===== config.mk =====
export PLATFORM = sky130hd
export DESIGN_NAME = ssp_tx_logic
export DESIGN_NICKNAME = d
export VERILOG_FILES = /design/src/rtl/ssp_pkg.sv /design/src/rtl/ssp_clk_div.sv /design/src/rtl/ssp_tx_logic.sv
export SDC_FILE = /design/constraint.sdc
export NUM_CORES = 1
export LEC_CHECK = 0
export BUFFER_PORTS_ARGS = -buffer_cell sky130_fd_sc_hd__buf_2
export CAP_MARGIN = 20
export CORE_UTILIZATION = 25
export DETAILED_ROUTE_END_ITERATION = 8
export PLACE_DENSITY = 0.4
export SETUP_SLACK_MARGIN = 0.2
export SKIP_CTS_REPAIR_TIMING = 1
export SYNTH_ARGS = -nofsm -noshare
export SYNTH_HDL_FRONTEND = slang
export SYNTH_SLANG_ARGS = --single-unit

===== constraint.sdc =====
create_clock -name PCLK -period 5.35 [get_ports PCLK]
set_input_delay 0.2675 -clock PCLK [delete_from_list [all_inputs] [get_ports PCLK]]
set_output_delay 0.2675 -clock PCLK [all_outputs]
set_load 0.02 [all_outputs]

===== src/rtl/ssp_pkg.sv =====
// Shared types and constants for the SSP transmit path.
package ssp_pkg;

    localparam int FRAME_BITS    = 8;
    // Serial ticks to wait for an unanswered FIFO request before asking again.
    localparam int FETCH_TIMEOUT = 2 * FRAME_BITS;

    typedef enum logic [1:0] {
        IDLE,
        SYNC,
        SHIFT
    } ssp_state_e;

endpackage


===== src/rtl/ssp_clk_div.sv =====
// Serial clock divider: toggles the serial clock every CLK_DIV input clocks and flags
// the cycle in which the serial clock rises.
module ssp_clk_div #(
    parameter int CLK_DIV = 1
) (
    input  logic clk_i,
    input  logic clear_i,
    output logic sclk_o,
    output logic rise_tick_o
);

    localparam int CW = (CLK_DIV > 1) ? $clog2(CLK_DIV) : 1;

    logic [CW-1:0] cnt_q;
    logic          sclk_q;
    logic          term;

    assign term        = (cnt_q == CW'(CLK_DIV - 1));
    assign rise_tick_o = term & ~sclk_q;
    assign sclk_o      = sclk_q;

    always_ff @(posedge clk_i or posedge clear_i) begin
        if (clear_i) begin
            cnt_q  <= '0;
            sclk_q <= 1'b0;
        end else if (term) begin
            cnt_q  <= '0;
            sclk_q <= ~sclk_q;
        end else begin
            cnt_q  <= cnt_q + CW'(1);
        end
    end

endmodule


===== src/rtl/ssp_tx_logic.sv =====
// Transmit serializer for the SSP: fetches bytes from the TX FIFO and shifts them out
// MSB-first as TI synchronous-serial frames, chaining frames with no idle gap.
module ssp_tx_logic
    import ssp_pkg::*;
#(
    parameter int CLK_DIV = 1
) (
    input  logic                  PCLK,
    input  logic                  CLEAR,
    input  logic [FRAME_BITS-1:0] TxData,
    input  logic                  tx_ready,
    output logic                  transmit_complete,
    output logic                  SSPCLKOUT,
    output logic                  SSPFSSOUT,
    output logic                  SSPTXD,
    output logic                  SSPOE_B,
    output logic                  tx_busy
);

    localparam int BW  = $clog2(FRAME_BITS);
    localparam int TW  = $clog2(FETCH_TIMEOUT);
    localparam int MSB = FRAME_BITS - 1;

    ssp_state_e            state_q, state_d;
    logic [FRAME_BITS-1:0] hold_q, hold_d;
    logic [FRAME_BITS-1:0] shift_q, shift_d;
    logic [BW-1:0]         bit_cnt_q, bit_cnt_d;
    logic [TW-1:0]         to_cnt_q, to_cnt_d;
    logic                  hold_valid_q, hold_valid_d;
    logic                  fetch_pending_q, fetch_pending_d;
    logic                  b2b_q, b2b_d;
    logic                  fss_q, fss_d;
    logic                  txd_q, txd_d;
    logic                  oe_b_q, oe_b_d;
    logic                  tc_q, tc_d;
    logic                  rise_tick;

    ssp_clk_div #(.CLK_DIV(CLK_DIV)) u_clk_div (
        .clk_i       (PCLK),
        .clear_i     (CLEAR),
        .sclk_o      (SSPCLKOUT),
        .rise_tick_o (rise_tick)
    );

    always_comb begin
        state_d         = state_q;
        hold_d          = hold_q;
        shift_d         = shift_q;
        bit_cnt_d       = bit_cnt_q;
        to_cnt_d        = to_cnt_q;
        hold_valid_d    = hold_valid_q;
        fetch_pending_d = fetch_pending_q;
        b2b_d           = b2b_q;
        fss_d           = fss_q;
        txd_d           = txd_q;
        oe_b_d          = oe_b_q;
        tc_d            = 1'b0;

        // A request is only issued with the hold register empty, so a capture
        // (which needs a pending request) never collides with the FSM draining hold.
        if (rise_tick && !hold_valid_q && !fetch_pending_q) begin
            tc_d            = 1'b1;
            fetch_pending_d = 1'b1;
            to_cnt_d        = '0;
        end else if (rise_tick && fetch_pending_q) begin
            if (to_cnt_q == TW'(FETCH_TIMEOUT - 1)) begin
                fetch_pending_d = 1'b0;
                to_cnt_d        = '0;
            end else begin
                to_cnt_d = to_cnt_q + TW'(1);
            end
        end

        if (tx_ready && fetch_pending_q) begin
            hold_d          = TxData;
            hold_valid_d    = 1'b1;
            fetch_pending_d = 1'b0;
        end

        if (rise_tick) begin
            case (state_q)
                IDLE: begin
                    if (hold_valid_q) begin
                        fss_d        = 1'b1;
                        oe_b_d       = 1'b0;
                        shift_d      = hold_q;
                        hold_valid_d = 1'b0;
                        state_d      = SYNC;
                    end
                end
                SYNC: begin
                    fss_d     = 1'b0;
                    txd_d     = shift_q[MSB];
                    shift_d   = shift_q << 1;
                    bit_cnt_d = BW'(FRAME_BITS - 1);
                    state_d   = SHIFT;
                end
                SHIFT: begin
                    if (bit_cnt_q != '0) begin
                        txd_d     = shift_q[MSB];
                        shift_d   = shift_q << 1;
                        bit_cnt_d = bit_cnt_q - BW'(1);
                        // The LSB period doubles as the sync period of a chained frame.
                        if (bit_cnt_q == BW'(1) && hold_valid_q) begin
                            fss_d        = 1'b1;
                            shift_d      = hold_q;
                            hold_valid_d = 1'b0;
                            b2b_d        = 1'b1;
                        end
                    end else if (b2b_q) begin
                        fss_d     = 1'b0;
                        txd_d     = shift_q[MSB];
                        shift_d   = shift_q << 1;
                        bit_cnt_d = BW'(FRAME_BITS - 1);
                        b2b_d     = 1'b0;
                    end else begin
                        txd_d   = 1'b0;
                        oe_b_d  = 1'b1;
                        state_d = IDLE;
                    end
                end
                default: state_d = IDLE;
            endcase
        end
    end

    always_ff @(posedge PCLK or posedge CLEAR) begin
        if (CLEAR) begin
            state_q         <= IDLE;
            hold_q          <= '0;
            shift_q         <= '0;
            bit_cnt_q       <= '0;
            to_cnt_q        <= '0;
            hold_valid_q    <= 1'b0;
            fetch_pending_q <= 1'b0;
            b2b_q           <= 1'b0;
            fss_q           <= 1'b0;
            txd_q           <= 1'b0;
            oe_b_q          <= 1'b1;
            tc_q            <= 1'b0;
        end else begin
            state_q         <= state_d;
            hold_q          <= hold_d;
            shift_q         <= shift_d;
            bit_cnt_q       <= bit_cnt_d;
            to_cnt_q        <= to_cnt_d;
            hold_valid_q    <= hold_valid_d;
            fetch_pending_q <= fetch_pending_d;
            b2b_q           <= b2b_d;
            fss_q           <= fss_d;
            txd_q           <= txd_d;
            oe_b_q          <= oe_b_d;
            tc_q            <= tc_d;
        end
    end

    assign transmit_complete = tc_q;
    assign SSPFSSOUT         = fss_q;
    assign SSPTXD            = txd_q;
    assign SSPOE_B           = oe_b_q;
    assign tx_busy           = (state_q != IDLE) | hold_valid_q;

endmodule


### Word-level counts from Yosys, hierarchy flattened

Index checks and enable logic that the tools add are counted.

* add/subtract/negate cells: 3
* equal/unequal tests: 10
* multiplexer cells: 40
* bitwise operators: 4
* reductions and logical operators: 24

Operators with widths (count)
* $mux W8: 4
* $pmux W8 S3: 1
* $mux W1: 21
* $mux W4: 3
* $reduce_bool A3 Y1: 4
* $reduce_and A5 Y1: 2
* $reduce_and A4 Y1: 2
* $reduce_bool A2 Y1: 4
* $mux W2: 3
* $mux W3: 2
* $ne A2 B2 Y1 const B: 3
* $ne A3 B3 Y1 const B: 2
* $pmux W1 S2: 3
* $pmux W2 S3: 1
* $pmux W3 S2: 1
* $reduce_and A3 Y1: 2
* $logic_and A1 B1 Y1: 5
* $add A4 B1 Y4 const B: 1
* $eq A4 B4 Y1 const B: 1
* $reduce_and A2 Y1: 2
* $eq A3 B1 Y1 const B: 1
* $pmux W1 S3: 1
* $sub A3 B1 Y3 const B: 1
* $eq A2 B1 Y1 const B: 1
* other kinds (8): 10

* register bits: 34
* input port bits: 11
* output and inout port bits: 6
* logic and storage cells: 95

### Longest topological paths before layout

Gate-level depths: netlist (run 1).

* depth in word-level cells: 6
* gate-level depth with buffers: 7
* gate-level depth less buffers: 6

### By module

Synthesis (run 1) repeated with hierarchy kept, for this count alone.

* cells, all modules: 148
* area total of the unflattened synthesis: 1676.6 µm²

Modules (own cells, without submodules)
* ssp_tx_logic: instances 1, cells each 145, area an instance 1644.1 µm², sequential area each 802.0 µm²
* ssp_clk_div: instances 1, cells each 3, area an instance 32.5 µm², sequential area each 25.0 µm²

### Worst setup path before layout (run 1)

OpenSTA, ideal clock, no wires.

* kind: flip-flop to flip-flop
* start point: register state_q[0]
* end point: register shift_q[1]
* data arrival time: 1.748 ns
* required time: 5.277 ns
* setup slack: 3.529 ns
* cell stages (with the launch flop): 8
* buffers on the path: 2
* clock period less this slack: 1.821 ns
* cells stage by stage: dfrtp_1 > inv_1 > ha_1 > clkbuf_1 > a2111oi_4 > buf_6 > nor2_1 > a21oi_2

* cells in the longest elaborated chain, start to end: 3
* elaborated cells on any way between the ends: 8

RTL lines
* from (decl): RTL line ssp_tx_logic.sv:24 `ssp_state_e state_q, state_d;`
* from (signal assigned): RTL line ssp_tx_logic.sv:142 `state_q <= state_d;`
* $eq A2 B2 Y1 (tied with other cells): RTL line ssp_tx_logic.sv:81 `case (state_q)`
* $ne A3 B3 Y1 (no source line) (tied with other cells)
* $reduce_and A4 Y1 (no source line)
* to (signal assigned): RTL line ssp_tx_logic.sv:144 `shift_q <= shift_d;`
* to (decl): RTL line ssp_tx_logic.sv:26 `logic [FRAME_BITS-1:0] shift_q, shift_d;`

Several ways; a longest one is shown, not always the timed one.
A chain may end at the register's enable or synchronous reset.

### Final worst setup path (run 1)

Same ends and word-level chain as after synthesis.

==> reports/qor.txt, run 1 <==
synthesized flop and latch total = 33
GRT Resource Usage Total = 10.7%
FF-to-FF Start = state_q[0]
setup_tns = 0 ps
Setup violations, final = 0
CP endpoint kind = flip-flop
width of the die = 83 um
Root Buffer = clkbuf_8
Rel. slew slack = 48.8%
Clock Pin Slew Worst Setup and Hold Paths = 60 ps
layout net count = 195
largest net degree at the start of global routing = 34
crit path launch = state_q[0]
sequential fraction of the synthesis area = 50.4%
Worst setup endpoint = shift_q[1]
first-pass GRT wire length = 5.78 mm
sw frac = 36.9%
slack of the worst reg-to-reg path = 3030 ps
R2R depth = 6
Yosys top cell by area = dfrtp_1
grt total ovfl = 0
Worst EP arrival = 2530 ps
DRC viols = 0
# rows = 29
YS warnings = 0
synthesized cell area = 1640 um2
synth top area cells = dfrtp_1 49%, ha_1 7.6%, mux2_2 6.9%
die area = 6890 um2
Core ar. = 6350 um2
min cycle time layout = 2320 ps
via/cell ratio = 4.69
Hold Crit Class = in2async
CP max FO = 11
area of the multi-input gates = 753 um2
Max Transition Viols Final = 0
Pre-antenna DRT Iters = 6
Comb pwr share = 36.3%
total of max-cap violations = 0
DRT iter0 DRCs = 101
CTS tree = yes
PnR worst setup slack = 3030 ps
Finished Cell Area = 1900 um2
sequential cell area = 827 um2
# IOs = 17
vias in the first global route = 1,195
CTS H-tree depth = 2
pwr dens = 499 nW/um2
status = finished clean
Detailed Place HPWL = 2.35 mm
layout cell share with drive strength beyond 1 = 22.9%
gpl congestion = 0.769
Worst-Margin Slew = 760 ps
CTS max path bufs = 2
drt total wl = 3.23 mm
register share of total power = 44.9%
Initial Util = 25.8%
crit path launch type = flip-flop
chip height = 83 um
diode count = 0
DP Area = 1810 um2
final worst-path cycle share = 43.4%
VDD IR max = 0.167 mV
clock share of power = 18.8%
Avg Cell Area, Syn = 10.8 um2
Detail Route Antenna Nets = 0
Clock Sinks = 33
P_sw = 349 uW
area share of the leading cell type in the synthesized netlist = 48.8%
total CTS buffers = 5
leakage = 0.000827 uW
Setup CP Type = reg2reg
fmax = 0.430 GHz
Clock Skews = 4.49 ps
worst skew pair latency = 280 ps
count of cell types in the netlist = 30
Layout fillers = 649
RR Endpoint = shift_q[1]
RSZ-0062 raised after global routing = no
Synthesized Nets = 173
Via Count = 1,183
Required @ worst endpoint = 5560 ps
DR WL/cell = 12.8 um
antenna violations before repair = 0
Area Growth Syn to Fin = 15.6%
IO Port Bufs = 16
Pint = 597 uW
Hold WS = 68.2 ps
cell count after synthesis = 152
final hold viol count = 0
Post-Place Setup Slack = 2980 ps
[Yosys cell counts, drive strengths merged]
master,instances
dfrtp,32
nor2,17
a21oi,13
inv,11
nand2,11
ha,10
mux2,10
a22oi,8
o21ai,8
nand3,5
nor2b,4
mux2i,3
nor3,3
a21o,2
clkbuf,2
a2111oi,1
a221oi,1
a22o,1
a32o,1
a41oi,1
and4bb,1
buf,1
dfstp,1
nand2b,1
nor3b,1
o21a,1
o2bb2ai,1
o41ai,1
[critical path, stage by stage, from the launching register on]
cell	delay (ps)
dfrtp_1	430
inv_1	120
ha_1	450
inv_1	160
o41ai_2	710
a22oi_1	220
a21oi_2	170
[final cells by class]
| class | instances | share of cell area, % |
|---|---|---|
| flip-flops and latches | 33 | 43.6 |
| multi-input cells | 105 | 39.7 |
| repair buffers | 18 | 5.21 |
| well taps | 77 | 5.08 |
| clock buffers | 8 | 4.22 |
| inverters | 11 | 2.18 |
[power by group through the flow]
stage          combinational [uW]  clock [uW]  sequential (uW)
2_1_floorplan                 262           0              420
3_3_place_gp                  337           0              427
3_5_place_dp                  346           0              431
4_1_cts                       349         186              428
5_1_grt                       394         198              444
6_report                      344         177              425
[routing by layer]
metal  global-route usage (%)  vias up  routed length (um)
met5                        0        -                   0
met4                     4.39        0                  91
met3                     3.38        9                 123
met2                     17.4       21                1560
met1                     13.0      575                1450
li1                         -      578                   -
[worst min path at each step]
| stage | end | slack, ps | depth (start not counted) |
|---|---|---|---|
| floorplan | SSPFSSOUT | 400 | 1 |
| global placement | to_cnt_q[0] | 380 | 3 |
| detailed placement | to_cnt_q[1] | 390 | 3 |
| CTS | hold_q[6] | 90 | 3 |
| global route | to_cnt_q[1] | 120 | 3 |
| finish | to_cnt_q[1] | 70 | 3 |
[cells in the final DEF, fill, tap and decap left out]
| cell | instances |
|---|---|
| a2111oi_4 | 1 |
| a21o_1 | 2 |
| a21oi_1 | 11 |
| a21oi_2 | 2 |
| a221oi_1 | 1 |
| a22o_1 | 1 |
| a22oi_1 | 8 |
| a32o_1 | 1 |
| a41oi_1 | 1 |
| and4bb_2 | 1 |
| buf_2 | 16 |
| buf_4 | 1 |
| buf_6 | 1 |
| clkbuf_1 | 3 |
| clkbuf_8 | 5 |
| dfrtp_1 | 32 |
| dfstp_2 | 1 |
| ha_1 | 10 |
| inv_1 | 11 |
| mux2_2 | 10 |
| mux2i_1 | 3 |
| nand2_1 | 11 |
| nand2b_1 | 1 |
| nand3_1 | 5 |
| nor2_1 | 17 |
| nor2b_1 | 4 |
| nor3_1 | 3 |
| nor3b_2 | 1 |
| o21a_1 | 1 |
| o21ai_0 | 7 |
| o21ai_1 | 1 |
| o2bb2ai_1 | 1 |
| o41ai_2 | 1 |
[through the flow]
| stage | instances | power, uW | utilization [%] |
|---|---|---|---|
| CTS | 251 | 962 | 29.7 |
| global route | 252 | 1040 | 29.9 |
| floorplan | 152 | 682 | - |
| finish | 252 | 946 | 29.9 |
| detailed placement | 243 | 777 | 28.4 |
| global placement | 243 | 765 | 28.4 |
[logic make-up (layout without fill, tap and decap cells)]
kind of cell | count (synthesis) | after routing | synth area share [%]
compound gates | 39 | 39 | 17.3
fa+ha+maj | 10 | 10 | 7.63
buf+inv | 14 | 37 | 3.66
flops | 33 | 33 | 50.4
mux | 13 | 13 | 8.70
simple gates | 43 | 43 | 12.3
[registers in the layout (all words and copies together), names as in the netlist, 2 cells and up]
name	cells
state_q	2
shift_q	8
hold_q	8
to_cnt_q	4
bit_cnt_q	3
Note: power is estimated with default switching activity, not from simulation.
==> run 2: changes to the inputs <==
--- a/config.mk
+++ b/config.mk
@@ -9,7 +9,7 @@
 export CAP_MARGIN = 20
 export CORE_UTILIZATION = 25
 export DETAILED_ROUTE_END_ITERATION = 8
-export PLACE_DENSITY = 0.4
+export PLACE_DENSITY = 0.42
 export SETUP_SLACK_MARGIN = 0.2
 export SKIP_CTS_REPAIR_TIMING = 1
 export SYNTH_ARGS = -nofsm -noshare
==> constraint.sdc (replaced) <==
create_clock -name PCLK -period 2 [get_ports PCLK]
set_input_delay 0.1 -clock PCLK [delete_from_list [all_inputs] [get_ports PCLK]]
set_output_delay 0.1 -clock PCLK [all_outputs]
set_load 0.02 [all_outputs]
==> run 2 against run 1 <==
Register-to-register slack lost 2800 ps. Clock skew rose by 0.67 ps. Clock-buffer cell count down 1. Flip-flop and latch count stayed put. Core utilization grew 3.9 points. Via count increased by 5.4%. First-iteration DRC count is 31% lower. Non-clock buffer count rose by 18. Hold slack got worse by 14 ps. Routed wire length is 9.5% higher. Design area grew 13%. Critical path type unchanged. Highest routed layer unchanged.
==> reports/qor.txt, run 2 (synthesis results as in run 1) <==
status = finished clean
PnR worst setup slack = 258 ps (-2770 ps)
Detailed Place HPWL = 2.38 mm (+1.3%)
Root Buffer = clkbuf_8
final worst-path cycle share = 87.1% (+44 points)
largest net degree at the start of global routing = 34 (unchanged)
worst skew pair latency = 280 ps (about the same)
VDD IR max = 0.588 mV (+250%)
M1 WL = 1.57 mm (+8.3%)
IO Port Bufs = 16 (unchanged)
commonest cells after routing, fill and taps aside = 31 x dfrtp_1, 16 x buf_2, 15 x nor2_1, 15 x buf_4, 11 x nand2_1
Hold WS = 54.1 ps (-14.1 ps)
total CTS buffers = 5 (unchanged)
grt total ovfl = 0 (unchanged)
# rows = 29 (unchanged)
Setup violations, final = 0 (unchanged)
Pre-antenna DRT Iters = 4 (-2)
antenna violations before repair = 0 (unchanged)
Area Growth Syn to Fin = 30.7%
CTS max path bufs = 2 (unchanged)
gpl congestion = 0.726 (-5.6%)
Worst-Margin Slew = 499 ps (-260 ps)
Detail Route Antenna Nets = 0 (unchanged)
slack of the worst reg-to-reg path = 260 ps (-2770 ps)
RSZ-0062 raised after global routing = yes
CP max FO = 4 (-7)
commonest non-fill, non-tap cell in the layout = dfrtp_1
setup_tns = 0 ps (unchanged)
Clock Pin Slew Worst Setup and Hold Paths = 70 ps (about the same)
die area = 6890 um2 (unchanged)
total of max-cap violations = 0 (unchanged)
final hold viol count = 0 (unchanged)
fmax = 0.574 GHz (+33%)
GRT Resource Usage Total = 10.6% (-0.095 points)
min cycle time layout = 1740 ps (-581 ps)
Clock Skews = 5.15 ps (+0.668 ps)
Post-Place Setup Slack = 49.3 ps (-2940 ps)
Via Count = 1,247 (+5.4%)
pwr dens = 1340 nW/um2 (+170%)
layout net count = 213 (+9.2%)
width of the die = 83 um (unchanged)
DR WL/cell = 13.1 um (+2.6%)
crit path launch type = flip-flop
final core occ = 33.8% (+3.9 points)
Clock Sinks = 33 (unchanged)
Final Power = 2870 uW (+200%)
Initial Util = 25.8% (unchanged)
DRT iter0 DRCs = 70 (-31%)
CP endpoint kind = flip-flop
Rel. slew slack = 66.7% (+18 points)
CTS H-tree depth = 2 (unchanged)
Worst EP arrival = 1930 ps (-600 ps)
via/cell ratio = 4.64 (-1.3%)
Setup CP Type = reg2reg
Required @ worst endpoint = 2190 ps (-3370 ps)
leakage = 0.000934 uW (+13%)
DRC viols = 0 (unchanged)
Max Transition Viols Final = 0 (unchanged)
chip height = 83 um (unchanged)
first-pass GRT wire length = 5.83 mm (+0.83%)
diode count = 0 (unchanged)
layout cell share with drive strength beyond 1 = 38.5% (+16 points)
Hold Crit Class = in2reg
biggest regs = hold_q: 8 flops, shift_q: 8 flops, to_cnt_q: 4 flops
vias in the first global route = 1,250 (+4.6%)
Core ar. = 6350 um2 (unchanged)
drt total wl = 3.54 mm (+9.5%)
# IOs = 17 (unchanged)
met3 routed WL = 100 um (-19%)
DR top layer = met4
CTS tree = yes
met2 WL = 1.82 mm (+16%)
run 2: cell types whose count changed in the layout (fill, tap and decap cells not counted), sizes merged:
cell	previous run	this run
buf	18	35
clkbuf	8	7
dlygate4sd3	0	1
run 2: final timing paths:
| check | cells past startpoint | startpoint | end |
|---|---|---|---|
| worst min register to register | 1 | hold_q[4] | hold_q[4] |
| worst max-delay path | 9 | bit_cnt_q[0] | SSPFSSOUT |
| worst min-delay path | 2 | TxData[5] | hold_q[5] |
| min in group asynchronous | 4 | CLEAR | hold_q[3] |
| worst max register to register | 9 | bit_cnt_q[0] | SSPFSSOUT |
| max in group asynchronous | 4 | CLEAR | SSPOE_B |
run 2: area by class of cell:
class / count / area [um2]
fillers: 640 / 4210
multi-input cells: 105 / 845
flip-flops and latches: 33 / 828
repair buffers: 36 / 248
well taps: 77 / 96.3
clock buffers: 7 / 86.3
inverters: 11 / 41.3
run 2: stage by stage:
step,cells,area (um2)
after CTS,256,1940
final,269,2140
after floorplan,152,1650
after global routing,269,2140
after global placement,249,1850
after detailed placement,249,1850
run 2: metal layers:
metal,track usage (%),vias to the layer above
met5,0,-
met4,4.23,0
met3,2.88,5
met2,18.0,14
met1,12.5,617
li1,-,611
run 2: worst max-delay path, stage by stage, from the launching register on:
cell	delay, ps
dfrtp_1	360
inv_2	60
ha_4	150
nor3b_4	150
buf_6	130
a2111oi_4	270
buf_4	190
buf_4	120
nor2_2	40
a221oi_2	170
run 2: report_power, final:
| part | leakage [uW] | switching [uW] | internal, uW |
|---|---|---|---|
| Combinational | 0.000500 | 599 | 610 |
| Sequential | 0.000390 | 220 | 941 |
| Clock | 0.0000443 | 223 | 273 |
| Total | 0.000934 | 1040 | 1820 |
==> run 3: changes to the inputs <==
--- a/config.mk
+++ b/config.mk
@@ -5,11 +5,12 @@
 export SDC_FILE = /design/constraint.sdc
 export NUM_CORES = 1
 export LEC_CHECK = 0
+export ABC_AREA = 0
 export BUFFER_PORTS_ARGS = -buffer_cell sky130_fd_sc_hd__buf_2
 export CAP_MARGIN = 20
-export CORE_UTILIZATION = 25
+export CORE_UTILIZATION = 39
 export DETAILED_ROUTE_END_ITERATION = 8
-export PLACE_DENSITY = 0.42
+export PLACE_DENSITY = 0.59
 export SETUP_SLACK_MARGIN = 0.2
 export SKIP_CTS_REPAIR_TIMING = 1
 export SYNTH_ARGS = -nofsm -noshare
==> run 3 against run 2 <==
Clock power rose by 3%. Global-route usage up 5.7 points. First-iteration DRC count rose by 5.7%. Sequential share of layout area grew 2.2 points. Largest power group is now registers. Via count is 2.0% lower. Flip-flop and latch count is the same. Clock-buffer cell count shrank 1.
==> reports/qor.txt, run 3 (synthesis results as in run 1) <==
status = finished clean
Finished Layout Cells = 238 (-12%)
vias in the first global route = 1,153 (-7.8%)
CP max FO = 8 (+4)
Detail Route Antenna Nets = 0 (unchanged)
GRT Resource Usage Total = 16.3% (+5.7 points)
CTS max path bufs = 2 (unchanged)
commonest non-fill, non-tap cell in the layout = dfrtp_1
biggest regs = hold_q: 8 flops, shift_q: 8 flops, to_cnt_q: 4 flops
layout net count = 209 (-1.9%)
Worst-Margin Slew = 504 ps (+4.38 ps)
Crit path depth = 9 (unchanged)
commonest cells after routing, fill and taps aside = 31 x dfrtp_1, 16 x buf_2, 14 x nor2_1
gpl congestion = 0.792 (+9.2%)
# rows = 23 (-21%)
RR Endpoint = shift_q[0]
Setup CP Type = reg2reg
CP endpoint kind = flip-flop
Rel. slew slack = 66.4% (-0.29 points)
Initial Util = 40.7% (+15 points)
grt total ovfl = 0 (unchanged)
Pre-antenna DRT Iters = 4 (unchanged)
Required @ worst endpoint = 2210 ps (+20 ps)
die area = 4470 um2 (-35%)
setup_tns = 0 ps (unchanged)
crit path launch type = flip-flop
Root Buffer = clkbuf_8
Detailed Place HPWL = 2.30 mm (-3.4%)
final worst-path cycle share = 87.6% (+0.51 points)
worst skew pair latency = 280 ps (about the same)
Clock Skews = 5.81 ps (+0.657 ps)
Area Growth Syn to Fin = 23.8%
CP peak stage delay = 380 ps (+20 ps)
FF-to-FF Start = bit_cnt_q[0]
RSZ-0062 raised after global routing = yes
cell repeated most along the worst path = buf_4
total of max-cap violations = 0 (unchanged)
Clock Sinks = 33 (unchanged)
layout cell share with drive strength beyond 1 = 36.2% (-2.4 points)
diode count = 0 (unchanged)
fmax = 0.571 GHz (-0.58%)
Final Power = 2800 uW (-2.1%)
Placed Cells = 222 (-11%)
Worst setup endpoint = shift_q[0]
chip height = 66.9 um (-19%)
Via Count = 1,222 (-2.0%)
Worst EP arrival = 1960 ps (+30 ps)
CTS tree = yes
slowest cell on the critical path = dfrtp_1
crit path launch = bit_cnt_q[0]
Setup violations, final = 0 (unchanged)
DR WL/cell = 14.0 um (+6.1%)
IO Port Bufs = 16 (unchanged)
DRT iter0 DRCs = 74 (+5.7%)
CTS H-tree depth = 2 (unchanged)
Clock Pin Slew Worst Setup and Hold Paths = 70 ps (about the same)
total CTS buffers = 5 (unchanged)
min cycle time layout = 1750 ps (+10.2 ps)
largest net degree at the start of global routing = 34 (unchanged)
final hold viol count = 0 (unchanged)
Top delay family on crit path = buffers and inverters
Max Transition Viols Final = 0 (unchanged)
CP Cell Sequence = inv_2 > ha_4 > nor3b_2 > buf_4 > a2111oi_4 > buf_4 > buf_6 > nand3_1 > o21ai_1
width of the die = 66.9 um (-19%)
Buf/Inv on CP = 4 (unchanged)
Hold Crit Class = in2reg
drt total wl = 3.32 mm (-6.1%)
R2R depth = 9 (unchanged)
first-pass GRT wire length = 5.26 mm (-9.8%)
DRC viols = 0 (unchanged)
Hold WS = 42.4 ps (-11.7 ps)
antenna violations before repair = 0 (unchanged)
pwr dens = 1380 nW/um2 (+3.4%)
# IOs = 17 (unchanged)
Hold Path Stages = 2 (unchanged)
VDD IR max = 0.652 mV (+11%)
Core ar. = 4030 um2 (-37%)
via/cell ratio = 5.13 (+11%)
final core occ = 50.4% (+17 points)
slack of the worst reg-to-reg path = 250 ps (about the same)
leakage = 0.000903 uW (-3.4%)
==> run 3: stage by stage <==
step | cell area [um2] | worst slack, ps
6_report | 2030 | 247
5_1_grt | 2030 | 147
4_1_cts | 1910 | 59.7
3_5_place_dp | 1820 | 61.2
3_3_place_gp | 1820 | 151
2_1_floorplan | 1650 | 206
==> run 3: metal layers <==
layer	wire length, um	global-route usage, %	vias up
met1	1510	20.7	591
met5	0	0	-
met4	32	5.59	0
met3	107	4.11	3
li1	-	-	608
met2	1670	26.5	20
==> run 3: how the worst min path moves through the flow <==
stage | startpoint | endpoint | slack (ps)
floorplan | CLEAR | SSPFSSOUT | 230
global placement | CLEAR | hold_q[2] | 210
detailed placement | CLEAR | hold_q[2] | 210
CTS | CLEAR | hold_q[2] | -100
global route | TxData[3] | hold_q[3] | 40
finish | TxData[1] | hold_q[1] | 40
==> run 3: layout make-up <==
| type | instances | area (um2) |
|---|---|---|
| well taps | 50 | 62.6 |
| repair buffers | 32 | 210 |
| clock inverters | 1 | 7.51 |
| flip-flops and latches | 33 | 828 |
| inverters | 11 | 41.3 |
| fillers | 380 | 2000 |
| multi-input cells | 105 | 798 |
| clock buffers | 6 | 82.6 |
==> run 3: worst reg2reg max path, stage by stage (launching register included) <==
cell,delay [ps]
dfrtp_1,380
inv_2,60
ha_4,150
nor3b_2,150
buf_4,160
a2111oi_4,270
buf_4,200
buf_6,140
nand3_1,80
o21ai_1,80
==> run 3: where the power goes <==
part           switching [uW]  internal (uW)  total, uW
Combinational             584            564       1150
Sequential                207            941       1150
Clock                     238            272        509
